<file path="src/rtl/fetch_unit.sv">
// PC register plus fetch buffer feeding decode through a valid/ready handshake.
// Memory is combinational: the word for instr_addr is captured in the same cycle.
module fetch_unit #(
    parameter int              ADDR_WIDTH = 32,
    parameter int              DATA_WIDTH = 32,
    parameter logic [ADDR_WIDTH-1:0] RESET_PC = 32'h00000000,
    parameter int              DEPTH      = 2
) (
    input  logic                       clk,
    input  logic                       reset,
    output logic [ADDR_WIDTH-1:0]      instr_addr,
    input  logic [DATA_WIDTH-1:0]      instr,
    input  logic                       redirect_valid,
    input  logic [ADDR_WIDTH-1:0]      redirect_target,
    output logic                       out_valid,
    input  logic                       out_ready,
    output logic [DATA_WIDTH-1:0]      out_instr,
    output logic [ADDR_WIDTH-1:0]      out_pc,
    output logic [$clog2(DEPTH):0]     buf_count
);

    localparam int PTR_W = $clog2(DEPTH);
    localparam int CNT_W = PTR_W + 1;
    localparam logic [DATA_WIDTH-1:0] NOP_INSTR = DATA_WIDTH'(32'h00000013);

    logic [ADDR_WIDTH-1:0] pc_r;
    logic [ADDR_WIDTH-1:0] pc_mem_r [DEPTH];
    logic [DATA_WIDTH-1:0] instr_mem_r [DEPTH];
    logic [PTR_W-1:0]      rd_ptr_r;
    logic [PTR_W-1:0]      wr_ptr_r;
    logic [CNT_W-1:0]      count_r;
    logic                  pop_s;
    logic                  push_s;

    // Handshake decode; a full buffer may still accept when the head leaves.
    always_comb begin
        pop_s  = (count_r != CNT_W'(0)) & out_ready;
        push_s = ~redirect_valid & ((count_r < CNT_W'(DEPTH)) | pop_s);
    end

    // PC, buffer storage, pointers and occupancy.
    always_ff @(posedge clk) begin
        if (reset) begin
            pc_r     <= RESET_PC;
            rd_ptr_r <= PTR_W'(0);
            wr_ptr_r <= PTR_W'(0);
            count_r  <= CNT_W'(0);
            for (int i = 0; i < DEPTH; i++) begin
                pc_mem_r[i]    <= ADDR_WIDTH'(0);
                instr_mem_r[i] <= NOP_INSTR;
            end
        end else if (redirect_valid) begin
            // Low address bits are dropped so the PC stays word aligned.
            pc_r     <= redirect_target & ~ADDR_WIDTH'(3);
            rd_ptr_r <= PTR_W'(0);
            wr_ptr_r <= PTR_W'(0);
            count_r  <= CNT_W'(0);
        end else begin
            if (push_s) begin
                pc_mem_r[wr_ptr_r]    <= pc_r;
                instr_mem_r[wr_ptr_r] <= instr;
                wr_ptr_r              <= wr_ptr_r + PTR_W'(1);
                pc_r                  <= pc_r + ADDR_WIDTH'(4);
            end
            if (pop_s) begin
                rd_ptr_r <= rd_ptr_r + PTR_W'(1);
            end
            case ({push_s, pop_s})
                2'b10:   count_r <= count_r + CNT_W'(1);
                2'b01:   count_r <= count_r - CNT_W'(1);
                default: count_r <= count_r;
            endcase
        end
    end

    // Present the head entry, or a NOP at PC 0 when nothing is buffered.
    always_comb begin
        out_valid = (count_r != CNT_W'(0));
        if (out_valid) begin
            out_instr = instr_mem_r[rd_ptr_r];
            out_pc    = pc_mem_r[rd_ptr_r];
        end else begin
            out_instr = NOP_INSTR;
            out_pc    = ADDR_WIDTH'(0);
        end
    end

    assign instr_addr = pc_r;
    assign buf_count  = count_r;

endmodule

</file>
<file path="config.mk">
export PLATFORM = sky130hd
export DESIGN_NAME = fetch_unit
export DESIGN_NICKNAME = d
export VERILOG_FILES = /design/src/rtl/fetch_unit.sv
export SDC_FILE = /design/constraint.sdc
export NUM_CORES = 1
export LEC_CHECK = 0
export ABC_AREA = 1
export BUFFER_PORTS_ARGS = -buffer_cell sky130_fd_sc_hd__clkbuf_2
export CORE_ASPECT_RATIO = 1.1
export CORE_MARGIN = 2
export CORE_UTILIZATION = 55
export CTS_CLUSTER_DIAMETER = 100
export DETAILED_ROUTE_END_ITERATION = 8
export GPL_TIMING_DRIVEN = 1
export PLACE_DENSITY = 0.78
export SLEW_MARGIN = 20
export SYNTH_ARGS = -nofsm -noshare
export SYNTH_HDL_FRONTEND = slang
export SYNTH_SLANG_ARGS = --single-unit
</file>
<file path="constraint.sdc">
create_clock -name clk -period 3.7 [get_ports clk]
set_input_delay 0.185 -clock clk [delete_from_list [all_inputs] [get_ports clk]]
set_output_delay 0.185 -clock clk [all_outputs]
set_load 0.02 [all_outputs]
</file>
==> impl_results.md <==
* P_int at 3.03 mW
* Post-CTS resize count at 0
* Largest net degree at the start of global routing at 63
* Cell variety after synth at 36
* Rel. slew slack at 36.5%
* RSZ-0062 raised after global routing: no
* Synthesized area at 7680 um^2
* Logic pwr share at 10.7%
* Switch share at 26.0%
* Met3 WL post-DR at approximately 1400 um
* Crit path max-delay family: buffers and inverters
* Max Fclk at 0.416 GHz
* TritonCTS clock tree: yes
* Commonest non-fill, non-tap cell in the layout: nand2_1
* Initial Util at about 56%
* Critical Path, Cell by Cell: nor2_4, buf_4, o21ai_1, nand2_2, clkinv_2, a22oi_1, a21oi_1
* GRT overflow at 0
* Share of cells above drive strength 1 at between 20 and 25%
* Slowest stage cell on the critical path: buf_4
* Postcts setup bufs at 0
* Total negative slack at 0 ns
* Crit share post-route at ~65%
* VDD IR-drop max at about 0.32 mV
* First-pass iteration count of the detailed router at 5
* Ranking of synthesized cells by area: edfxtp_1 (49%), nand2_1 (12%), dfxtp_1 (9.1%), nor2_1 (7.5%), a21oi_1 (5.3%)
* Hold Vio Cnt, Final at 0
* Worst Path Buf+Inv at 2
* Worst-margin pin slew at 0.953 ns
* Final ANT Viol Nets at 0
* Initial DRC count at around 520
* Drt via density at 5.17
* CORE AREA at 13700 um^2
* Area Overhead vs Synth at 18.8%
* NetSw at around 1.1 mW
* Nets at 1125
* Critical path class: flop to flop
* GP Congestion at 0.955
* Status: complete, no violations
* DR vias at ~6500
* Flop pwr share at 51.1%
* Post-synthesis area per instance at around 8.4 um^2
* Worst Setup End Kind: flop
* Post-layout minimum cycle time at 2.41 ns
* Clk slew on worst S/H paths at 0.06 ns
* Setup violations, final at 0
* Routed len/inst at 14.9 um
* Area share of the largest cell type after synthesis at about half
* DR WL met2 at 9180 um
* PD cells at 448 nW/um^2
* DIE WIDTH at 117 um
* Yosys top cell by area: edfxtp_1
* First-pass GRT wire length at 29100 um
* Post-synthesis sequential area ratio at 57.6%
* ANT cells at 0
* Largest stage delay on the critical path at 0.57 ns
* Worst Clk Skew at 0.00967 ns
* # fillers at roughly 1200
* Initial antenna violation count at 0
* Max layer used: met4
* Clk sinks at 159
* Arr. time, crit path at 2.68 ns
* Critical Path RT at 3.98 ns
* Count of boundary I/O pins at 167
* Post-synthesis register bit count at between 150 and 200
* DRC viols at 0
* Worst skew pair latency at roughly 0.41 ns
* Hpwl dp at 12100 um
* H-tree depth at 4
* Worst hold margin at between 0.02 and 0.025 ns
* Total GRT Usage at around 25%
* Largest fanout on the critical path at 60
* Async SR Flop Fraction at 0%
* Crit start category: flop
* Clk pwr share at a little under two fifths
* Max-slew violations at 0
* Die area at 14900 um^2
* Total Wirelength at 18700 um
* Worst min path class: input pin to flop
* Final core occ at 66.4%
* DRT met1 WL at 7690 um
* Vias in the first global route at a little over 6000
* Leak pwr at approximately 3.8 nW
* FP Rows at 45
* Ys Warns at 0
* Root buf cell: clkbuf_16
* Mapped Cells at 910
* MaxCap Viol Count at 0
* Most frequent cells in the layout: nand2_1 (250), clkbuf_2 (160), nor2_1 (154)
* Post-CTS Hold Fix Bufs at 0
* Port bufs at 160
* Num CTS Buffers at 17
* Top FF cell, synth: edfxtp_1
* Longest Clk Path Bufs at 2
* Post-synth EDFFs at 124
* Chip height at 128 um
[worst register-to-register path, stage by stage, from the launching register on]
cell and delay [ns]:
dfxtp_1 0.38, nor2_4 0.14, buf_4 0.57, o21ai_1 0.28, nand2_2 0.22, clkinv_2 0.33, a22oi_1 0.26, a21oi_1 0.09
[power groups by stage]
stage          registers, mW  logic (mW)  clock network (mW)
2_1_floorplan           2.15       0.259                   0
3_3_place_gp            2.12       0.433                   0
3_5_place_dp            2.13       0.440                   0
4_1_cts                 2.09       0.442                1.57
5_1_grt                 2.10       0.487                1.65
6_report                2.09       0.439                1.56
[registers in the layout, summed over array words and instances (netlist names), named ones only]
name,flops
pc_mem_r,60
instr_addr,30
wr_ptr_r,1
rd_ptr_r,1
instr_mem_r,64
buf_count,2
[through the flow]
step                      instance area (um^2)  setup slack, ns  std cells  total power [mW]
after floorplan                           7690            0.649        913              2.40
after global placement                    8600             1.30       1224              2.56
after detailed placement                  8600             1.28       1224              2.57
after CTS                                 9120             1.28       1256              4.10
after global routing                      9120             1.10       1256              4.24
final                                     9120             1.29       1256              4.09
[routing by layer]
| metal | GRT usage [%] | vias up |
|---|---|---|
| met3 | 4.73 | 32 |
| met5 | 0 | - |
| met1 | 32.3 | 2961 |
| met4 | 8.65 | 0 |
| met2 | 43.5 | 264 |
| li1 | - | 3232 |
[final timing paths]
kind | cells after the start | end | start | slack (ns)
setup / recovery | 7 | instr_addr[6] | buf_count[1] | 1.29
hold / removal | 3 | instr_addr[15] | redirect_target[15] | 0.02
setup reg to reg | 7 | instr_addr[6] | buf_count[1] | 1.29
hold reg to reg | 1 | flop | rd_ptr_r | 0.46
[kinds of logic (layout without fill, tap and decap cells)]
family	count (synthesis)	count (layout)	synth area share, %
and+or+nand+nor	467	467	24.8
DFF	159	159	57.6
buffers and inverters	147	302	7.87
AOI/OAI and AO/OA	130	130	8.88
xor gates and xnor gates	4	4	0.456
adders and majority gates	2	2	0.326
other	1	4	0.0488
[layout make-up]
type	instances	area, um^2	area share [%]
well taps	188	235	2.58
clock inverters	12	88.8	0.974
clock buffers	20	437	4.79
flip-flops and latches	159	4430	48.5
inverters	102	387	4.24
multi-input cells	607	2670	29.2
repair buffers	168	886	9.71
[synth_stat cells (all sizes together) (3+ instances only)]
cell	n
nand4	5
o21ai	30
nor2	161
clkbuf	24
a21oi	82
nor3	4
nand2	254
inv	99
buf	21
a31oi	12
xor2	3
edfxtp	124
o211ai	3
clkinv	3
nand3	40
dfxtp	35
Power figures use the tool's default switching activity.
